[src/rtl/pfa_pkg.sv]
// rtl/pfa_pkg.sv - shared helpers, stage mapping and payload fragments for the pipelined prefix adder
package pfa_pkg;

  typedef struct packed {
    logic a_msb;
    logic b_msb;
  } pfa_msb_t;

  function automatic int clog2(input int v);
    int r;
    r = 0;
    while ((1 << r) < v) r++;
    return r;
  endfunction

  function automatic int levels_per_stage(input int width, input int stages);
    return (clog2(width) + stages - 1) / stages;
  endfunction

  function automatic int stage_of_level(input int lvl, input int lps);
    return lvl / lps;
  endfunction

  function automatic bit params_ok(input int width, input int stages, input int tag_w);
    return (width >= 4) && (width <= 64) && ((width & (width - 1)) == 0) &&
           (stages >= 1) && (stages <= clog2(width) + 1) && (tag_w >= 1);
  endfunction

endpackage

[src/rtl/pfa_prefix_level.sv]
// rtl/pfa_prefix_level.sv - one combinational Kogge-Stone (g,p) combine level at a fixed distance
module pfa_prefix_level #(
  parameter int N    = 32,
  parameter int DIST = 1
) (
  input  logic [N-1:0] i_g,
  input  logic [N-1:0] i_p,
  output logic [N-1:0] o_g,
  output logic [N-1:0] o_p
);

  assign o_g[DIST-1:0] = i_g[DIST-1:0];
  assign o_p[DIST-1:0] = i_p[DIST-1:0];
  assign o_g[N-1:DIST] = i_g[N-1:DIST] | (i_p[N-1:DIST] & i_g[N-1-DIST:0]);
  assign o_p[N-1:DIST] = i_p[N-1:DIST] & i_p[N-1-DIST:0];

endmodule

[src/rtl/pfa_pipe.sv]
// rtl/pfa_pipe.sv - pipelined Kogge-Stone add/sub with overflow flag, tag sideband and global-stall flow control
module pfa_pipe
  import pfa_pkg::*;
#(
  parameter int WIDTH  = 32,
  parameter int STAGES = 3,
  parameter int TAG_W  = 4
) (
  input  logic             clk,
  input  logic             rst,
  input  logic             in_valid,
  output logic             in_ready,
  input  logic [WIDTH-1:0] a,
  input  logic [WIDTH-1:0] b,
  input  logic             cin,
  input  logic             sub,
  input  logic [TAG_W-1:0] in_tag,
  output logic             out_valid,
  input  logic             out_ready,
  output logic [WIDTH-1:0] s,
  output logic             cout,
  output logic             ovf,
  output logic [TAG_W-1:0] out_tag
);

  localparam int LEVELS = clog2(WIDTH);
  localparam int LPS    = levels_per_stage(WIDTH, STAGES);

  if (!params_ok(WIDTH, STAGES, TAG_W)) begin : g_bad_params
    $error("pfa_pipe: illegal WIDTH/STAGES/TAG_W combination");
  end

  // Index 0 of g/p is the carry-in slot; index i>0 is operand bit i-1, so
  // after all levels g[i] is the carry into bit i.
  typedef struct packed {
    logic [WIDTH-1:0] g;
    logic [WIDTH-1:0] p;
    logic [WIDTH-1:0] p_orig;
    pfa_msb_t         msb;
    logic [TAG_W-1:0] tag;
  } stage_t;

  logic             w_adv;
  logic             w_accept;
  logic [WIDTH-1:0] w_beff;
  logic             w_c0;
  stage_t           w_sin  [STAGES];
  stage_t           w_sout [STAGES];
  logic [WIDTH-1:0] w_lg   [LEVELS];
  logic [WIDTH-1:0] w_lp   [LEVELS];
  logic [STAGES-1:0] r_valid;
  logic [STAGES-1:0] w_vnext;
  logic [WIDTH-1:0] w_s;
  logic             w_cout;
  logic             w_ovf;
  logic [WIDTH-1:0] r_s;
  logic             r_cout;
  logic             r_ovf;
  logic [TAG_W-1:0] r_tag;

  assign w_adv    = out_ready || !r_valid[STAGES-1];
  assign in_ready = w_adv && !rst;
  assign w_accept = in_valid && in_ready;
  assign w_beff   = sub ? ~b : b;
  assign w_c0     = cin ^ sub;

  assign w_sin[0] = '{
    g:      {a[WIDTH-2:0] & w_beff[WIDTH-2:0], w_c0},
    p:      {a[WIDTH-2:0] ^ w_beff[WIDTH-2:0], 1'b0},
    p_orig: a ^ w_beff,
    msb:    pfa_msb_t'{a_msb: a[WIDTH-1], b_msb: w_beff[WIDTH-1]},
    tag:    in_tag
  };

  for (genvar l = 0; l < LEVELS; l++) begin : g_lvl
    localparam int STG = stage_of_level(l, LPS);
    logic [WIDTH-1:0] w_gi;
    logic [WIDTH-1:0] w_pi;
    if (l == STG * LPS) begin : g_first
      assign w_gi = w_sin[STG].g;
      assign w_pi = w_sin[STG].p;
    end else begin : g_chain
      assign w_gi = w_lg[l-1];
      assign w_pi = w_lp[l-1];
    end
    pfa_prefix_level #(.N(WIDTH), .DIST(1 << l)) u_lvl (
      .i_g(w_gi),
      .i_p(w_pi),
      .o_g(w_lg[l]),
      .o_p(w_lp[l])
    );
  end

  for (genvar k = 0; k < STAGES; k++) begin : g_stg
    if (k * LPS < LEVELS) begin : g_lv
      localparam int LAST = (((k + 1) * LPS < LEVELS) ? (k + 1) * LPS : LEVELS) - 1;
      assign w_sout[k] = '{
        g:      w_lg[LAST],
        p:      w_lp[LAST],
        p_orig: w_sin[k].p_orig,
        msb:    w_sin[k].msb,
        tag:    w_sin[k].tag
      };
    end else begin : g_pass
      assign w_sout[k] = w_sin[k];
    end
    if (k < STAGES - 1) begin : g_reg
      stage_t r_pay;
      always_ff @(posedge clk) begin
        if (w_adv) r_pay <= w_sout[k];
      end
      assign w_sin[k+1] = r_pay;
    end
  end

  // Top-bit generate is a_msb & b_msb, so cout needs no extra prefix slot.
  assign w_s    = w_sout[STAGES-1].p_orig ^ w_sout[STAGES-1].g;
  assign w_cout = (w_sout[STAGES-1].msb.a_msb & w_sout[STAGES-1].msb.b_msb) |
                  (w_sout[STAGES-1].p_orig[WIDTH-1] & w_sout[STAGES-1].g[WIDTH-1]);
  assign w_ovf  = (w_sout[STAGES-1].msb.a_msb == w_sout[STAGES-1].msb.b_msb) &&
                  (w_s[WIDTH-1] != w_sout[STAGES-1].msb.a_msb);

  if (STAGES == 1) begin : g_v1
    assign w_vnext = w_accept;
  end else begin : g_vn
    assign w_vnext = {r_valid[STAGES-2:0], w_accept};
  end

  always_ff @(posedge clk) begin
    if (rst) begin
      r_valid <= '0;
      r_s     <= '0;
      r_cout  <= 1'b0;
      r_ovf   <= 1'b0;
      r_tag   <= '0;
    end else if (w_adv) begin
      r_valid <= w_vnext;
      if (w_vnext[STAGES-1]) begin
        r_s    <= w_s;
        r_cout <= w_cout;
        r_ovf  <= w_ovf;
        r_tag  <= w_sout[STAGES-1].tag;
      end
    end
  end

  assign out_valid = r_valid[STAGES-1];
  assign s         = r_s;
  assign cout      = r_cout;
  assign ovf       = r_ovf;
  assign out_tag   = r_tag;

endmodule

[config.mk]
export PLATFORM = sky130hd
export DESIGN_NAME = pfa_pipe
export DESIGN_NICKNAME = d
export VERILOG_FILES = /design/src/rtl/pfa_pkg.sv /design/src/rtl/pfa_prefix_level.sv /design/src/rtl/pfa_pipe.sv
export SDC_FILE = /design/constraint.sdc
export NUM_CORES = 1
export LEC_CHECK = 0
export ABC_AREA = 1
export BUFFER_PORTS_ARGS = -buffer_cell sky130_fd_sc_hd__buf_4
export CAP_MARGIN = 15
export CORE_MARGIN = 2
export CORE_UTILIZATION = 23
export DETAILED_ROUTE_END_ITERATION = 7
export GPL_TIMING_DRIVEN = 0
export PLACE_DENSITY = 0.38
export SYNTH_ARGS = -nofsm -noshare
export SYNTH_HDL_FRONTEND = slang
export SYNTH_HIERARCHICAL = 1
export SYNTH_SLANG_ARGS = --single-unit
[constraint.sdc]
create_clock -name clk -period 3.9 [get_ports clk]
set_input_delay 0.39 -clock clk [delete_from_list [all_inputs] [get_ports clk]]
set_output_delay 0.39 -clock clk [all_outputs]
set_load 0.02 [all_outputs]
**After elaboration in Yosys (flattened, before gate mapping)**

Index checks and enable logic that the tools add are counted.

- Memories kept: 0
- Latch bits: 0
- Logic and storage cells: 50
- Output and inout bits: 40
- Flip-flop bits (word level): 243
- ROM bits: 0
- Memory bits (writable): 0
- Input bits: 74

- Order comparisons: 0
- Divide/modulo/power cells: 0
- Eq/ne operators: 2
- Bitwise gates (word level): 23
- Shifts and indexed selects: 0
- Muxes and demuxes: 1
- Reductions and logical operators: 7
- Multipliers: 0
- $add $sub $neg: 0

Operators with widths:

| cell | count |
|---|---|
| $and A31 B31 Y31 | 3 |
| $xor A32 B32 Y32 | 2 |
| $and A30 B30 Y30 | 2 |
| $and A28 B28 Y28 | 2 |
| $and A24 B24 Y24 | 2 |
| $mux W32 | 1 |
| $not A32 Y32 | 1 |
| $or A31 B31 Y31 | 1 |
| $xor A31 B31 Y31 | 1 |
| $or A30 B30 Y30 | 1 |
| $or A28 B28 Y28 | 1 |
| $or A24 B24 Y24 | 1 |
| $and A16 B16 Y16 | 1 |
| $or A16 B16 Y16 | 1 |
| $logic_and A1 B1 Y1 | 3 |
| $and A1 B1 Y1 | 2 |
| $logic_not A1 Y1 | 2 |
| $reduce_and A2 Y1 | 1 |
| $eq A1 B1 Y1 | 1 |
| $logic_or A1 B1 Y1 | 1 |
| $ne A1 B1 Y1 | 1 |
| $or A1 B1 Y1 | 1 |
| $xor A1 B1 Y1 | 1 |

**Longest topological paths before layout**

Gate-level depths: netlist (run 1).

- Depth in word-level cells: 7
- Depth in mapped cells: 9
- Depth with buffers taken out: 9

**Modules after synthesis**

Netlist (run 1), hierarchy kept.

Modules (own cells, without submodules):

| module | area each (µm²) | cells each | seq. area each (µm²) | instances |
|---|---|---|---|---|
| pfa_pipe | 8,847.2 | 565 | 6,946.7 | 1 |
| pfa_prefix_level (g_lvl[0].u_lvl) | 596.8 | 157 | 0.0 | 1 |
| pfa_prefix_level (g_lvl[1].u_lvl) | 593.1 | 154 | 0.0 | 1 |
| pfa_prefix_level (g_lvl[2].u_lvl) | 585.6 | 148 | 0.0 | 1 |
| pfa_prefix_level (g_lvl[3].u_lvl) | 570.5 | 136 | 0.0 | 1 |
| pfa_prefix_level (g_lvl[4].u_lvl) | 540.5 | 112 | 0.0 | 1 |

**Least setup slack after synthesis (run 1)**

OpenSTA, ideal clock, no wires.

- Path kind: reg2reg
- From: register r_valid[2]
- To: register r_ovf, in the netlist ovf
- Path buffers: 1
- Stages on the path, launching flop included: 8
- Clock period less this slack: 2,462 ps
- Path slack: 1,438 ps
- Required time: 3,790 ps
- Library setup time: 110 ps
- Data arrival time: 2,351 ps
- Cells stage by stage: dfxtp_1 -> nand2_4 -> nand2_8 -> buf_6 -> inv_4 -> nand2_1 -> inv_1 -> nor2_1

- Longest elaborated chain between the ends: 3

Ends and longest elaborated chain:

| element | RTL line | source |
|---|---|---|
| start, declared | pfa_pipe.sv:51 | `logic [STAGES-1:0] r_valid;` |
| start signal, assigned | pfa_pipe.sv:137 | `r_valid <= w_vnext;` |
| $logic_not A1 Y1 | pfa_pipe.sv:61 | `assign w_adv = out_ready \|\| !r_valid[STAGES-1];` |
| $logic_or A1 B1 Y1 | pfa_pipe.sv:61 |  |
| via w_adv | pfa_pipe.sv:43 | `logic w_adv;` |
| $reduce_and A2 Y1 (no line) | -- |  |
| end signal, assigned | pfa_pipe.sv:141 | `r_ovf <= w_ovf;` |
| end, declared | pfa_pipe.sv:58 | `logic r_ovf;` |

The timed path passes the listed nets, and every way through them passes these cells.
A chain may end at the register's enable or synchronous reset.

**Worst setup path after layout (run 1)**

- From: register r_valid[2]
- To: register r_s[29], in the netlist s[29]

- Longest elaborated chain between the ends: 3

Ends and longest elaborated chain:

| element | RTL line | source |
|---|---|---|
| $logic_not A1 Y1 | pfa_pipe.sv:61 |  |
| $logic_or A1 B1 Y1 | pfa_pipe.sv:61 |  |
| via w_adv | pfa_pipe.sv:43 |  |
| $reduce_and A2 Y1 (no line) | -- |  |
| end signal, assigned | pfa_pipe.sv:139 | `r_s <= w_s;` |
| end, declared | pfa_pipe.sv:56 | `logic [WIDTH-1:0] r_s;` |

The timed path passes the listed nets, and every way through them passes these cells.

==> flow_metrics.py, run 1 <==
metrics = {
    "outcome": {
        "status": "finished clean",
    },
    "clock_network": {
        "cts_buffer_depth": 3,
        "h-tree-depth": 1,
        "path_clk_slew_ns": 0.06,
        "cts_setup_buffers": 0,
        "ctsResizeCount": 0,
        "tritoncts": "done",
        "cts-root-buf": "clkbuf_16",
        "clock-sinks": 225,
        "clk_latency_ns": 0.55,
        "cts_buffers": 28,
    },
    "sta": {
        "max_freq_mhz": 494,
        "fin_skew_ns": 0.00962,
        "finalMaxSlewViolations": 0,
        "worst_slew_pin_slew_ns": 0.787,
        "holdWs_ns": 0.0540,
        "rsz0062_at_grt": "no",
        "fin_ws_ns": 1.88,
        "setup_viol": 0,
        "final_period_minus_worst_setup_slack_ns": 2.02,
        "fin_setup_tns_ns": 0,
        "min_period_over_period_pct": 51.9,
        "hold_viol": 0,
        "slew_headroom_pct": 47.5,
    },
    "cells_and_area": {
        "num-fill-cells": 4875,
        "layout_commonest_cell": "nand2_1",
        "syn_to_final_growth_pct": 23.7,
        "layout-drive-gt1-share_pct": 15.3,
        "layout_common_cells": "nand2_1 (429), inv_1 (267), edfxtp_1 (184), buf_4 (147), nor2_1 (80)",
        "n_antenna_cell": 0,
        "nNetsFinal": 1413,
        "finish.utilization_pct": 28.9,
    },
    "drt": {
        "wl_per_cell_um": 13.3,
        "dr.pass1.iters": 4,
        "drc_errors": 0,
        "wirelength_mm": 25.6,
        "vias": 6888,
        "routed_via_density": 3.57,
        "drt_iter0_drc": 358,
        "antenna_left": 0,
    },
    "grt": {
        "grt_max_degree": 99,
        "track_usage_pct": 10.8,
        "antenna_found_initial": 0,
        "grt_pass1_vias": 7257,
        "grt_overflow": 0,
        "grt_pass1_wl_mm": 39.7,
    },
    "power": {
        "swShare_pct": 27.2,
        "p_comb_share_pct": 15.8,
        "pwr-share-seq_pct": 47.8,
        "power.density_mw_per_mm2": 498,
        "p_clk_share_pct": 36.4,
        "p_total_uw": 6570,
        "ir_worst_vdd_uv": 317,
        "switching_power_uw": 1790,
        "p_int_uw": 4790,
        "p_leak_uw": 0.00687,
    },
    "floorplan": {
        "rows": 78,
        "ioPinCount": 114,
        "die_w_um": 219,
        "fp.dieH_um": 219,
        "die-area_mm2": 0.0481,
        "start_util_pct": 23.4,
        "core_mm2": 0.0456,
    },
    "yosys": {
        "syn_area_per_cell_um2": 9.21,
        "synth_cells": 1158,
        "syn-cell-area_mm2": 0.0107,
        "synth_fp_nets": 1265,
        "yosys_warnings": 6,
    },
    "critical_path": {
        "end_kind": "flop",
        "worstPathArrival_ns": 2.46,
        "critPathMaxStageDelay_ns": 0.50,
        "cpMaxStageDelayCell": "nand2_8",
        "crit_chain": "nand2_8 -> buf_16 -> nand2_8 -> buf_2 -> nor2_1 -> nor2_1",
        "rrSetupSlack_ns": 1.88,
        "startpoint_type": "flop",
        "cp.buffers_inverters": 2,
        "critical_path_class": "reg2reg",
        "cp_max_fo": 98,
        "cp.required_ns": 4.34,
        "cp_top_family": "simple AND/OR/NAND/NOR gates",
    },
    "place": {
        "hpwl_mm": 19.5,
        "place_ws_ns": 1.59,
        "gp_congestion": 0.798,
        "portBuffers": 112,
    },
    "worst_hold_path": {
        "worstHoldPathType": "in2reg",
    },
    "flow_run": {
        "maxCapViolCount": 0,
    },
}
power by group through the flow:
stage	Sequential [uW]	Clock, uW	Combinational [uW]
2_1_floorplan	3170	0	646
3_3_place_gp	3200	0	1070
3_5_place_dp	3210	0	1060
4_1_cts	3160	2510	1070
5_1_grt	3190	2600	1200
6_report	3140	2390	1040
metrics by stage:
step,area [um2],instances
final,13200,1928
after floorplan,10700,1158
after CTS,13200,1928
after global routing,13200,1928
after global placement,12300,1870
after detailed placement,12300,1871
layer usage:
metal / up-vias / part of all wire (%) / GRT usage, %
li1: 3721 / - / -
met1: 3039 / 48 / 14.4
met2: 92 / 46 / 18.3
met3: 36 / 3.9 / 1.76
met4: 0 / 1.9 / 2.68
met5: - / 0 / 0
final timing paths:
| path | endpoint | cells past startpoint | startpoint |
|---|---|---|---|
| worst min-delay path | g_stg[0].g_reg.r_pay[5] | 1 | a[31] |
| worst max register to register | s[29] | 6 | r_valid[2] |
| worst max-delay path | s[29] | 6 | r_valid[2] |
| worst min register to register | g_stg[1].g_reg.r_pay[8] | 0 | g_stg[0].g_reg.r_pay[8] |
worst register-to-register path: stages (launching register included):
cell and delay, ns:
dfxtp_1 0.37, nand2_8 0.51, buf_16 0.45, nand2_8 0.15, buf_2 0.23, nor2_1 0.16
nor2_1 0.05
state kept, by name (all words and copies together) (netlist names):
name and count:
out_tag 4, cout 1, g_stg.g_reg.r_pay 76, g_lvl.w_gi 64, ovf 1, g_lvl.w_pi 44
s 32, r_valid 3
area by class of cell:
class | instances | area (um2) | area share [%]
Clock inverter | 20 | 135 | 1.02
Tap cell | 600 | 751 | 5.69
Timing Repair Buffer | 118 | 918 | 6.96
Clock buffer | 32 | 716 | 5.42
Buffer | 46 | 340 | 2.58
Inverter | 269 | 1010 | 7.67
Multi-Input combinational cell | 618 | 2970 | 22.5
Sequential cell | 225 | 6350 | 48.1
what timing repair did:
action                                  in CTS  in global routing
endpoints found under the hold margin        6                  0
hold buffers                                 5                  0
endpoints found under the setup margin       0                  0
(Power assumes the default switching activity.)
==> inputs of run 2 (changes only) <==
--- a/config.mk
+++ b/config.mk
@@ -5,14 +5,14 @@
 export SDC_FILE = /design/constraint.sdc
 export NUM_CORES = 1
 export LEC_CHECK = 0
-export ABC_AREA = 1
+export ABC_AREA = 0
 export BUFFER_PORTS_ARGS = -buffer_cell sky130_fd_sc_hd__buf_4
 export CAP_MARGIN = 15
 export CORE_MARGIN = 2
 export CORE_UTILIZATION = 23
 export DETAILED_ROUTE_END_ITERATION = 7
 export GPL_TIMING_DRIVEN = 0
-export PLACE_DENSITY = 0.38
+export PLACE_DENSITY = 0.39
 export SYNTH_ARGS = -nofsm -noshare
 export SYNTH_HDL_FRONTEND = slang
 export SYNTH_HIERARCHICAL = 1
==> constraint.sdc (replaced) <==
create_clock -name clk -period 1.62 [get_ports clk]
set_input_delay 0.162 -clock clk [delete_from_list [all_inputs] [get_ports clk]]
set_output_delay 0.162 -clock clk [all_outputs]
set_load 0.02 [all_outputs]
==> run 2 against run 1 <==
Against the previous run: die area shrank 7.9%; count of clock-buffer cells in the layout grew 5; clock power grew 110%; first-iteration DRC count shrank 21%; total power grew 130%; hold slack lost 0.018 ns; utilization grew 0.051 points; combinational power grew 130%; register-to-register slack lost 1.8 ns.
==> flow_metrics.py, run 2 <==
metrics = {
    "outcome": {
        "status": "finished clean",
    },
    "drt": {
        "vias": 5621,
        "drc_errors": 0,
        "dr.pass1.iters": 6,
        "wl_per_cell_um": 17.7,
        "antenna_left": 0,
        "routed_via_density": 4.00,
        "drt_iter0_drc": 283,
        "wirelength_mm": 24.8,
    },
    "critical_path": {
        "reg2reg_to": "g_stg[1].g_reg.r_pay[11]",
        "cpMaxStageDelayCell": "bufbuf_16",
        "worstPathArrival_ns": 1.73,
        "critical_path_class": "reg2reg",
        "cp.required_ns": 1.77,
        "r2r-start": "r_valid[2]",
        "crit_chain": "nor2b_4 -> inv_2 -> bufbuf_16",
        "rrSetupSlack_ns": 0.04,
        "startpoint_type": "flop",
        "critPathMaxStageDelay_ns": 0.58,
        "cp_max_fo": 96,
        "reg2reg_depth": 3,
        "end_kind": "flop",
        "cp-startpoint": "r_valid[2]",
        "cp-endpoint": "g_stg[1].g_reg.r_pay[11]",
    },
    "sta": {
        "worst_slew_pin_slew_ns": 0.584,
        "fin_skew_ns": 0.0120,
        "setup_viol": 0,
        "slew_headroom_pct": 61.0,
        "fin_setup_tns_ns": 0,
        "max_freq_mhz": 633,
        "final_period_minus_worst_setup_slack_ns": 1.58,
        "min_period_over_period_pct": 97.5,
        "rsz0062_at_grt": "yes",
        "hold_viol": 0,
        "finalMaxSlewViolations": 0,
        "holdWs_ns": 0.0365,
    },
    "clock_network": {
        "cts-root-buf": "clkbuf_16",
        "tritoncts": "done",
        "path_clk_slew_ns": 0.06,
        "clk_latency_ns": 0.51,
        "clock-sinks": 225,
        "h-tree-depth": 1,
        "cts_buffer_depth": 3,
        "cts_buffers": 25,
    },
    "floorplan": {
        "ioPinCount": 114,
        "fp.dieH_um": 211,
        "rows": 75,
        "die-area_mm2": 0.0443,
        "core_mm2": 0.0420,
        "start_util_pct": 23.3,
        "die_w_um": 211,
    },
    "yosys": {
        "synth_fp_nets": 805,
        "syn-cell-area_mm2": 0.00981,
        "synth_cells": 698,
        "yosys_warnings": 6,
        "syn_area_per_cell_um2": 14.1,
    },
    "grt": {
        "grt_overflow": 0,
        "use_met1_pct": 14.8,
        "grt_pass1_wl_mm": 37.1,
        "track_usage_pct": 11.2,
        "use_met3_pct": 1.70,
        "grt_max_degree": 98,
        "use_met2_pct": 19.3,
        "antenna_found_initial": 2,
        "grt_pass1_vias": 6030,
        "busiest_layer": "met2",
    },
    "place": {
        "place_area_mm2": 0.0113,
        "portBuffers": 111,
        "gp_congestion": 0.741,
        "hpwl_mm": 18.7,
    },
    "flow_run": {
        "maxCapViolCount": 0,
    },
    "cells_and_area": {
        "largest_reg_flops": 76,
        "num-fill-cells": 4341,
        "stdcell_area_mm2": 0.0122,
        "regArea_mm2": 0.00635,
        "finish.utilization_pct": 29.0,
        "syn_to_final_growth_pct": 24.3,
        "n_antenna_cell": 0,
        "multi_input_comb_area_mm2": 0.00313,
        "layout-drive-gt1-share_pct": 22.1,
        "nNetsFinal": 955,
        "layout_commonest_cell": "edfxtp_1",
        "layout_common_cells": "edfxtp_1 (184), buf_4 (144), a21o_1 (129), and2_1 (97)",
        "top_register": "g_stg.g_reg.r_pay",
    },
    "power": {
        "p_leak_uw": 0.00541,
        "p_total_uw": 14900,
        "ir_worst_vdd_uv": 450,
        "power.density_mw_per_mm2": 1230,
    },
    "worst_hold_path": {
        "worstHoldPathType": "in2reg",
    },
}
## run 2: critical path: cells and delay by family (launching register included)
| kind | cells | cell delay (ns) |
|---|---|---|
| AND/OR/NAND/NOR | 1 | 0.13 |
| buffers and inverters | 2 | 0.74 |
| flip-flops | 1 | 0.31 |
## run 2: worst min-delay path by stage
stage                     startpoint                       end  slack, ns  depth (start not counted)
after floorplan            in_tag[0]   g_stg[0].g_reg.r_pay[0]       0.26                          0
after detailed placement   in_tag[3]   g_stg[0].g_reg.r_pay[3]       0.34                          1
after global placement     in_tag[3]   g_stg[0].g_reg.r_pay[3]       0.34                          1
after global routing           a[26]  g_stg[0].g_reg.r_pay[32]       0.02                          2
after CTS                       a[4]  g_stg[0].g_reg.r_pay[10]       0.01                          2
final                          a[28]  g_stg[0].g_reg.r_pay[34]       0.04                          2
## run 2: area by class of cell
cell class                 count  share of cell area [%]
timing repair buffer         123                    7.96
buffer                        52                    2.94
multi-input combinational    419                    25.7
clock inverter                 7                   0.236
sequential                   225                    52.1
clock buffer                  37                    5.50
inverter                       2                  0.0616
tap                          539                    5.53
## run 2: timing repair
| action | 4_1_cts | 5_1_grt |
|---|---|---|
| hold buffers | 9 | 0 |
| endpoints found under the setup margin | 261 | 107 |
| gates resized for setup | 4 | 0 |
| endpoints found under the hold margin | 10 | 0 |
| gates cloned | 1 | 0 |
| setup buffers | 1 | 1 |
## run 2: layer usage
| metal | share of wire [%] | routed length [um] |
|---|---|---|
| met3 | 3.2 | 796 |
| met2 | 49 | 12200 |
| met4 | 1.6 | 389 |
| met5 | 0 | 0 |
| met1 | 46 | 11500 |
## run 2: where the power goes
part	leakage (uW)	switching [uW]	internal, uW
Sequential	0.00236	400	7160
Clock	0.000338	2180	2840
Combinational	0.00271	1180	1180
Total	0.00541	3760	11200
## run 2: stage by stage
step / cells / setup slack, ns
floorplan: 698 / -0.0439
global route: 1404 / -0.0843
global placement: 1348 / -0.764
CTS: 1403 / 0.0131
finish: 1404 / 0.0412
detailed placement: 1348 / -0.768
==> inputs of run 3 (changes only) <==
==> constraint.sdc (replaced) <==
create_clock -name clk -period 1.27 [get_ports clk]
set_input_delay 0.127 -clock clk [delete_from_list [all_inputs] [get_ports clk]]
set_output_delay 0.127 -clock clk [all_outputs]
set_load 0.02 [all_outputs]
==> run 3 against run 2 <==
Against the previous run: the flow now finishes with violations (negative setup slack); design area grew 14%; sequential cell count unchanged; utilization up 3.9 points; clock power up 51%; non-clock buffer count is 52 higher; combinational power rose by 54%; critical path depth rose by 2; hold slack lost 0.017 ns; setup slack worse by 0.36 ns; global-route usage increased by 0.78 points; critical endpoint is now ovf.
==> flow_metrics.py, run 3 (synthesized netlist as in run 2, its figures left out) <==
metrics = {
    "clock_network": {
        "h-tree-depth": 1,
        "cts_buffer_depth": 3,
        "tritoncts": "done",
        "clk_latency_ns": 0.52,
        "clock-sinks": 225,
        "cts-root-buf": "clkbuf_16",
        "cts_buffers": 27,
        "path_clk_slew_ns": 0.06,
    },
    "power": {
        "power.density_mw_per_mm2": 1510,
        "p_total_uw": 20800,
        "ir_worst_vdd_uv": 594,
        "p_leak_uw": 0.00618,
    },
    "grt": {
        "grt_overflow": 0,
        "track_usage_pct": 12.0,
        "grt_max_degree": 26,
        "antenna_found_initial": 0,
        "grt_pass1_wl_mm": 39.4,
        "grt_pass1_vias": 6399,
    },
    "place": {
        "hpwl_mm": 18.6,
        "gp_congestion": 0.711,
        "portBuffers": 111,
        "numPlacedInstances": 1348,
    },
    "worst_hold_path": {
        "min_from": "a[5]",
        "holdPathEnd": "g_stg[0].g_reg.r_pay[11]",
        "worstHoldPathType": "in2reg",
        "min_path_cells": 2,
    },
    "critical_path": {
        "cp-startpoint": "g_lvl[4].w_gi[15]",
        "critPathMaxStageDelay_ns": 0.41,
        "r2r-start": "g_lvl[4].w_gi[15]",
        "cp.buffers_inverters": 0,
        "cp_top_family": "flip-flops",
        "end_kind": "flop",
        "critical_path_class": "reg2reg",
        "reg2reg_to": "ovf",
        "cp_max_fo": 2,
        "reg2reg_depth": 5,
        "cpMaxStageDelayCell": "edfxtp_1",
        "cp.required_ns": 1.73,
        "rrSetupSlack_ns": -0.32,
        "startpoint_type": "flop",
        "crit_chain": "a21o_1 -> ha_4 -> xnor2_1 -> or4_4 -> a21oi_2",
        "worstPathArrival_ns": 2.05,
    },
    "sta": {
        "max_freq_mhz": 628,
        "fin_skew_ns": 0.00707,
        "min_period_over_period_pct": 125,
        "hold_viol": 0,
        "finalMaxSlewViolations": 0,
        "slew_headroom_pct": 46.7,
        "setup_viol": 226,
        "final_period_minus_worst_setup_slack_ns": 1.59,
        "fin_ws_ns": -0.322,
        "rsz0062_at_grt": "yes",
        "worst_slew_pin_slew_ns": 0.800,
    },
    "cells_and_area": {
        "finalNonFillerCells": 1461,
        "top_register": "g_stg.g_reg.r_pay",
        "syn_to_final_growth_pct": 41.1,
        "regArea_mm2": 0.00635,
        "layout_common_cells": "edfxtp_1 (184), buf_4 (151), a21o_1 (129), and2_1 (71), clkbuf_16 (41)",
        "multi_input_comb_area_mm2": 0.00352,
        "layout-drive-gt1-share_pct": 36.2,
        "largest_reg_flops": 76,
        "layout_commonest_cell": "edfxtp_1",
        "nNetsFinal": 1009,
        "num-fill-cells": 4197,
        "n_antenna_cell": 0,
    },
    "floorplan": {
        "fp.dieH_um": 211,
        "rows": 75,
        "core_mm2": 0.0420,
        "die-area_mm2": 0.0443,
        "start_util_pct": 23.3,
        "ioPinCount": 114,
        "die_w_um": 211,
    },
    "outcome": {
        "violations": "negative setup slack",
        "status": "finished, violations left",
    },
    "drt": {
        "routed_via_density": 4.09,
        "antenna_left": 0,
        "dr.pass1.iters": 4,
        "drc_errors": 0,
        "wirelength_mm": 27.6,
        "drt_iter0_drc": 241,
        "vias": 5978,
        "wl_per_cell_um": 18.9,
    },
    "flow_run": {
        "maxCapViolCount": 0,
    },
}
run 3: cell types whose count changed in the layout (fill, tap and decap cells not counted), moves of 16 or more:
cell,change
a211oi_1,-29
a211oi_2,+29
and2_4,+27
and2_1,-26
a21oi_1,-23
clkbuf_16,+16
a21oi_2,+18
run 3: per-layer routing:
layer  vias to the layer above  global-route usage [%]  part of all wire [%]
met5                         -                       0                     0
met4                         0                    2.79                   1.3
met3                        25                    1.83                   3.5
met2                        89                    20.5                    49
met1                      2895                    15.9                    46
li1                       2969                       -                     -
run 3: repair_timing:
action | CTS | global route
hold buffers | 20 | 0
setup endpoints to repair | 224 | 194
buffers inserted | 11 | 7
gates cloned | 11 | 15
gates resized for setup | 48 | 74
pin swaps | 1 | 7
hold endpoints to repair | 21 | 0
run 3: layout make-up:
cell class                 instances  share of cell area (%)
buffer                            52                    3.46
clock buffer                      46                    6.28
clock inverter                     3                   0.108
inverter                           2                   0.244
multi-input combinational        419                    25.4
sequential                       225                    45.9
tap                              539                    4.87
timing repair buffer             175                    13.7
run 3: worst reg2reg max path, cell delays in order, from the launching register on:
cell,delay (ns)
edfxtp_1,0.41
a21o_1,0.24
ha_4,0.28
xnor2_1,0.06
or4_4,0.41
a21oi_2,0.11
run 3: worst max-delay path by stage:
stage | to | slack [ns] | depth (start not counted)
after CTS | ovf | -0.34 | 5
after global routing | ovf | -0.40 | 5
after detailed placement | g_lvl[2].w_gi[2] | -0.51 | 3
after global placement | s[30] | -0.51 | 5
final | ovf | -0.32 | 5
after floorplan | g_lvl[2].w_gi[0] | -0.23 | 3
run 3: power breakdown:
| group | switching [uW] | internal (uW) | leakage, uW |
|---|---|---|---|
| clock network | 2940 | 4610 | 0.000437 |
| registers | 520 | 9130 | 0.00236 |
| logic | 1760 | 1870 | 0.00338 |
| total | 5220 | 15600 | 0.00618 |
run 3: per-stage QoR:
stage                     setup WS (ns)  hold WS [ns]  util [%]  setup TNS [ns]  cell area, um2
after detailed placement         -0.508         0.308      27.3         -121.98           11500
after global routing             -0.404        0.0117      32.9          -44.95           13800
final                            -0.322        0.0193      32.9          -31.93           13800
after global placement           -0.508         0.308      27.3         -120.96           11500
after floorplan                  -0.230         0.226         -          -53.43            9970
after CTS                        -0.338       0.00665      31.1          -12.09           13100
